`config.mk`:
```
export PLATFORM = sky130hd
export DESIGN_NAME = stage_c_read
export DESIGN_NICKNAME = d
export VERILOG_FILES = /design/src/rtl/stage_c_read_pkg.sv /design/src/rtl/stage_c_read.sv
export SDC_FILE = /design/constraint.sdc
export NUM_CORES = 1
export LEC_CHECK = 0
export ABC_AREA = 0
export BUFFER_PORTS_ARGS = -buffer_cell sky130_fd_sc_hd__buf_2
export CORE_MARGIN = 2
export CORE_UTILIZATION = 35
export CTS_CLUSTER_SIZE = 12
export DETAILED_ROUTE_END_ITERATION = 6
export PLACE_DENSITY = 0.79
export RECOVER_POWER = 25
export SLEW_MARGIN = 0
export SYNTH_ARGS = -nofsm -noshare
export SYNTH_HDL_FRONTEND = slang
export SYNTH_SLANG_ARGS = --single-unit
```
`constraint.sdc`:
```
create_clock -name clk -period 1.2 [get_ports clk]
set_input_delay 0.24 -clock clk [delete_from_list [all_inputs] [get_ports clk]]
set_output_delay 0.24 -clock clk [all_outputs]
set_load 0.05 [all_outputs]
```
`src/rtl/stage_c_read_pkg.sv`:
```
// Shared opcode constants: one-hot bit positions of the pipeline operation word.
package stage_c_read_pkg;

  localparam int unsigned OP_INC     = 0;
  localparam int unsigned OP_DEC     = 1;
  localparam int unsigned OP_LEFT    = 2;
  localparam int unsigned OP_RIGHT   = 3;
  localparam int unsigned OP_OUT     = 4;
  localparam int unsigned OP_IN      = 5;
  localparam int unsigned OP_JZ      = 6;
  localparam int unsigned OP_JNZ     = 7;
  localparam int unsigned OPCODE_MSB = 7;

endpackage

```
`src/rtl/stage_c_read.sv`:
```
// Operand-fetch stage: reads the data cell at dp (with write-back forwarding) or
// consumes an external input byte, and hands the operation plus operand downstream.
module stage_c_read
  import stage_c_read_pkg::*;
#(
  parameter int unsigned A_WIDTH = 12,
  parameter int unsigned D_WIDTH = 8
) (
  input  logic                  clk,
  input  logic                  reset,
  input  logic [A_WIDTH-1:0]    dp,
  output logic                  dce,
  output logic [A_WIDTH-1:0]    da,
  input  logic [D_WIDTH-1:0]    dd,
  input  logic                  wdce,
  input  logic [A_WIDTH-1:0]    wda,
  input  logic [D_WIDTH-1:0]    wdq,
  input  logic [7:0]            cd,
  input  logic                  crda,
  output logic                  cack,
  input  logic [OPCODE_MSB:0]   operation_in,
  output logic                  ack,
  output logic [OPCODE_MSB:0]   operation,
  input  logic                  ack_in,
  output logic [D_WIDTH-1:0]    a_out
);

  function automatic logic is_read_op(input logic [OPCODE_MSB:0] op);
    return op[OP_INC] | op[OP_DEC] | op[OP_OUT];
  endfunction

  function automatic logic is_in_op(input logic [OPCODE_MSB:0] op);
    return op[OP_IN];
  endfunction

  logic [OPCODE_MSB:0] operation_q, operation_d;
  logic [D_WIDTH-1:0]  a_hold_q, a_hold_d;
  logic [D_WIDTH-1:0]  fwd_data_q, fwd_data_d;
  logic                fresh_q, fresh_d;
  logic                fwd_q, fwd_d;
  logic                in_wait, accept, rd_op, in_op;
  logic [D_WIDTH-1:0]  fresh_val;

  assign rd_op   = is_read_op(operation_in);
  assign in_op   = is_in_op(operation_in);
  assign in_wait = in_op & ~crda;
  assign accept  = ack_in & ~in_wait;

  assign ack  = reset & accept;
  assign dce  = reset & ack_in & rd_op;
  assign cack = reset & accept & in_op;
  assign da   = dp;

  assign fresh_val = fwd_q ? fwd_data_q : dd;
  assign a_out     = fresh_q ? fresh_val : a_hold_q;
  assign operation = operation_q;

  always_comb begin
    operation_d = operation_q;
    a_hold_d    = a_hold_q;
    fwd_data_d  = fwd_data_q;
    fresh_d     = 1'b0;
    fwd_d       = 1'b0;
    // Latch the freshly read byte so it survives a downstream stall.
    if (fresh_q) a_hold_d = fresh_val;
    if (ack_in) begin
      if (in_wait) begin
        operation_d = '0;
        a_hold_d    = '0;
      end else begin
        operation_d = operation_in;
        if (rd_op) begin
          fresh_d    = 1'b1;
          fwd_d      = wdce && (wda == dp);
          fwd_data_d = wdq;
        end else if (in_op) begin
          a_hold_d = D_WIDTH'(cd);
        end else begin
          a_hold_d = '0;
        end
      end
    end
  end

  always_ff @(posedge clk) begin
    if (!reset) begin
      operation_q <= '0;
      a_hold_q    <= '0;
      fwd_data_q  <= '0;
      fresh_q     <= 1'b0;
      fwd_q       <= 1'b0;
    end else begin
      operation_q <= operation_d;
      a_hold_q    <= a_hold_d;
      fwd_data_q  <= fwd_data_d;
      fresh_q     <= fresh_d;
      fwd_q       <= fwd_d;
    end
  end

endmodule

```
Word level (Yosys, flattened, before mapping)
Cells that the tools add are included.
Widths: inputs -> output; s select.
Word-level totals
  bits in registers: 26
  input port bits: 61
  word-level logic and storage cells: 31
Cells by class
  equal/unequal tests: 1
  multiplexer cells: 8
  bitwise logic cells: 13
  reduce and logical (&&, ||, !) cells: 4
Operators with widths (count)
  $mux 8: 7
  $eq 12x12->1: 1
  $and 1x1->1: 6
  $not 1->1: 5
  $reduce_or 4->1: 1
  $reduce_and 3->1: 1
  $reduce_or 3->1: 1
  $or 1x1->1: 2
  $logic_and 1x1->1: 1
  $mux 1: 1

Depth between registers and ports, before layout
  depth in word-level cells: 6
  gate-level depth with buffers: 6
  depth with buffers taken out: 4

Worst setup path before layout
No wires, ideal clock.
  path kind: reg2reg
  from: reg fresh_q
  to: reg a_hold_q[6]
  library setup time: 0.072 ns
  arrival time: 1.813 ns
  data required time: 1.128 ns
  setup slack: -0.684 ns
  cell stages (with the launch flop): 7
  buffers on the path: 2
  period minus slack after synthesis: 1.884 ns
  path through: dfxtp_1 -> clkbuf_2 -> buf_2 -> nor2_1 -> a21oi_1 -> o21ai_0 -> a21oi_1
Between the ends
  word-level cells in the longest chain between the ends: 4
Ends and longest elaborated chain
  from (decl): line stage_c_read.sv:39  | logic fresh_q, fresh_d;
  from (signal assigned): line stage_c_read.sv:96  | fresh_q <= fresh_d;
  $mux 8 *
  named net a_out[6]: line stage_c_read.sv:25  | output logic [D_WIDTH-1:0] a_out
  $mux 8: line stage_c_read.sv:72  | if (rd_op) begin
  $mux 8: line stage_c_read.sv:67  | if (in_wait) begin
  $mux 8 *: line stage_c_read.sv:66  | if (ack_in) begin
  to (signal assigned): line stage_c_read.sv:94  | a_hold_q <= a_hold_d;
  to (decl): line stage_c_read.sv:37  | logic [D_WIDTH-1:0] a_hold_q, a_hold_d;
Mark *: on every way through the listed nets, which the timed path passes. The rest lies on a longest branch.
A chain may end at the register's enable or synchronous reset.

Worst setup path in the final report
  from: reg fwd_q
  to: out a_out[0]
Between the ends
  word-level cells in the longest chain between the ends: 2
Ends and longest elaborated chain
  from (decl): line stage_c_read.sv:40  | logic fwd_q, fwd_d;
  from (signal assigned): line stage_c_read.sv:97  | fwd_q <= fwd_d;
  $mux 8: line stage_c_read.sv:54  | assign fresh_val = fwd_q ? fwd_data_q : dd;
  $mux 8: line stage_c_read.sv:55  | assign a_out = fresh_q ? fresh_val : a_hold_q;
  to (decl): line stage_c_read.sv:25
No other way between the ends.

==> impl_summary.log <==
[metrics] run status: complete, but fails checks
[metrics] violated checks: negative setup slack
[metrics] path type of the worst setup path: reg2out
[metrics] fraction of power consumed by sequential logic: 0.395
[metrics] worst slack at placement: -0.182 ns
[metrics] Critical Path Start Type: flip-flop
[metrics] total of fill cells in the finished design: 320
[metrics] most common cell after layout, fill and taps aside: buf_2
[metrics] residual overflow from global routing: 0
[metrics] clock power share: 0.230
[metrics] FF+latch count, synth: 26
[metrics] initial cell density of the core: 0.366
[metrics] Synth Instances: 147
[metrics] final setup violation count: 13
[metrics] synthesis-to-layout area growth: 74.4%
[metrics] Crit-path slowest cell: dfxtp_2
[metrics] mapped cell area: 0.00135 mm²
[metrics] pin count of the biggest net entering global routing: 17
[metrics] initial antenna violation count: 0
[metrics] worst setup path endpoint: a_out[0]
[metrics] internal power: 1.59 mW
[metrics] final weighted congestion in routability-driven placement: 0.724
[metrics] CTS HTree Levels: 1
[metrics] post-detail-place hpwl: 2.72 mm
[metrics] number of placement rows: 22
[metrics] largest fanout on the critical path: 8
[metrics] library cells used by synthesis: 29
[metrics] fraction of final layout cells with drive strength greater than 1: 0.571
[metrics] Top FF cell, synth: dfxtp_1
[metrics] clock-pin transition on the worst setup and hold timing paths: 0.08 ns
[metrics] remaining number of nets flagged by the antenna check after routing: 0
[metrics] critical path endpoint category: output port
[metrics] Die Wd: 66.1 µm
[metrics] placed standard-cell area: 0.00203 mm²
[metrics] number of maximum-capacitance violations: 0
[metrics] quantity of I/O buffers inserted on ports: 91
[metrics] layer with the highest usage: met2
[metrics] period utilization: 1.28
[metrics] height of the die: 66.1 µm
[metrics] net switching power of the design: 793 µW
[metrics] area of the die: 0.00437 mm²
[metrics] post-DR wirelength/cell: 13.0 µm
[metrics] total wire length after detailed routing: 3.82 mm
[metrics] clock latency on the worst-skew pair: 0.26 ns
[metrics] Core Box Area: 0.00369 mm²
[metrics] critical path arrival: 1.29 ns
[metrics] post-layout min period: 1.53 ns
[metrics] CTS Root Buffer Type: clkbuf_8
[metrics] number of clock sinks seen by CTS: 26
[metrics] routing usage on met2: 0.331
[metrics] Via-to-Cell Ratio: 4.69
[metrics] met1 Resource Use GR: 0.220
[metrics] count of nets after finishing: 309
[metrics] Lkg Pwr: 1.04 nW
[metrics] First-pass DRT Iterations: 4
[metrics] count of antenna diodes in the layout: 0
[metrics] Worst Slack Setup Final: -0.332 ns
[metrics] FF-to-FF Start: fwd_q
[metrics] worst-case headroom to the max-slew limit: 0.600
[metrics] count of hold-fix buffers inserted at cts: 0
[metrics] average instance area after synthesis: 9.18 µm²
[metrics] Layout Cell Area excl Fill: 0.00235 mm²
[metrics] first-pass GRT wire length: 6.11 mm
[metrics] GRT Total Usage: 0.182
[metrics] number of design rule violations left after detail routing: 0
[metrics] reg-to-reg slack, setup: -0.13 ns
[metrics] Post-Route Setup TNS: -3.09 ns
[metrics] post-synthesis net count: 208
[metrics] unrepaired setup endpoints after global routing: true
[metrics] number of buffers inserted during clock tree synthesis: 3
[metrics] Worst Reg2Reg Path Length in Cells: 7
[metrics] max-slew violations: 0
[metrics] fraction of registers with async set/reset: 0
[metrics] Peak Freq: 0.653 GHz
[metrics] via count of the routed design: 1383
[metrics] timing startpoint of the critical path: fwd_q
[metrics] power per cell area: 1010 mW/mm²
[metrics] capture point of the worst reg-to-reg path: a_hold_q[1]
[metrics] IO Pins: 92
[metrics] most frequent cells in the layout: 69 x buf_2, 25 x dfxtp_1, 18 x buf_6
[metrics] required time at the worst-slack endpoint: 0.96 ns
[metrics] clock tree from TritonCTS: yes
[metrics] final hold violation count: 0
[metrics] net switching fraction of the power: 0.333
[metrics] worst clock skew: 0.00559 ns
[metrics] type of the tightest min-delay check: in2reg
[metrics] slowest cell delay on critical path: 0.33 ns
[metrics] met3 demand-to-capacity share in global routing: 0.0358
[metrics] first-iteration detailed-routing DRC count: 42
[metrics] Comb power frac: 0.374
[metrics] Longest Clk Path Bufs: 2
[metrics] fraction of the yosys area taken by sequential cells: 0.386
[metrics] number of global-route vias before repair: 1377
[metrics] number of warning messages in the yosys log: 0
[metrics] slew at the pin closest to its max-slew limit: 0.602 ns
[metrics] ordered cell list for the critical path: buf_12, mux2i_4, a21oi_4, buf_6
[metrics] worst IR drop on VDD: 0.000573 V
[metrics] count of flip-flops with a built-in enable after synthesis: 0
==> critical path, delay by kind of cell (launching register included) <==
kind / cells / cell delay [ns]
multiplexers: 1 / 0.19
flip-flops: 1 / 0.33
buffers and inverters: 2 / 0.34
AO/OA/AOI/OAI: 1 / 0.17
==> logic make-up (layout without fill, tap and decap cells) <==
kind of cell / after synthesis / in the layout / synth area share
buffers and inverters: 21 / 121 / 0.100
xor gates and xnor gates: 12 / 12 / 0.0778
AOI/OAI and AO/OA: 33 / 33 / 0.144
muxes: 16 / 16 / 0.119
DFF: 26 / 26 / 0.386
and+or+nand+nor: 39 / 39 / 0.174
==> state kept, by name (all words and copies together), names as in the netlist <==
signal,flops
a_hold_q,8
fwd_q,1
operation,8
fwd_data_q,8
fresh_q,1
==> power groups by stage <==
stage	Combinational, mW	Sequential [mW]	Clock, mW
final	0.891	0.941	0.549
after global routing	0.941	0.946	0.622
after CTS	0.853	0.940	0.573
after detailed placement	0.757	0.952	0
after global placement	0.747	0.952	0
after floorplan	0.479	0.997	0
==> synthesized netlist by cell type, types with 2 or more instances <==
cell      instances  share of area
nand3_1           9          0.033
xnor2_1           4          0.026
mux2i_1          16           0.12
and3_1            2         0.0093
buf_2             2         0.0074
xor2_1            8          0.052
nor2_1            8          0.022
nor4_1            2         0.0093
o21ai_0           8          0.030
clkbuf_1          2         0.0056
a22o_1            7          0.045
dfxtp_1          26           0.39
a21oi_1          16          0.059
nor2b_1           9          0.042
buf_4            14          0.078
==> area by class of cell <==
cell class | instances | area (µm²) | share of cell area
Sequential cell | 26 | 522 | 0.222
Clock buffer | 4 | 55.1 | 0.0234
Tap cell | 48 | 60.1 | 0.0255
Multi-Input combinational cell | 100 | 933 | 0.396
Timing Repair Buffer | 116 | 781 | 0.332
Inverter | 1 | 3.75 | 0.00159
==> per-layer routing <==
metal  up-vias  share of wire
met3         4          0.061
met1       624           0.40
met5         -              0
li1        706              -
met2        49           0.53
met4         0         0.0092
==> repair_timing <==
item,4_1_cts,5_1_grt
setup buffers,2,5
endpoints found under the setup margin,17,19
resized for setup,48,9
pin swaps,6,9
==> worst min-delay path by stage <==
stage                          from      endpoint  slack (ns)  cells after the start
floorplan                      wdce         fwd_q        0.36                      2
global placement       operation[5]  operation[5]        0.44                      1
detailed placement     operation[5]  operation[5]        0.44                      1
CTS                 operation_in[1]  operation[1]        0.18                      2
global route        operation_in[2]  operation[2]        0.18                      2
finish              operation_in[1]  operation[1]        0.19                      2
==> metrics by stage <==
step / instances / power (mW) / util / hold WS, ns
6_report: 295 / 2.38 / 0.638 / 0.189
3_3_place_gp: 286 / 1.70 / 0.551 / 0.439
4_1_cts: 291 / 2.37 / 0.624 / 0.182
2_1_floorplan: 147 / 1.48 / - / 0.358
3_5_place_dp: 286 / 1.71 / 0.551 / 0.441
5_1_grt: 295 / 2.51 / 0.638 / 0.177
Note: power is estimated with default switching activity, not from simulation.
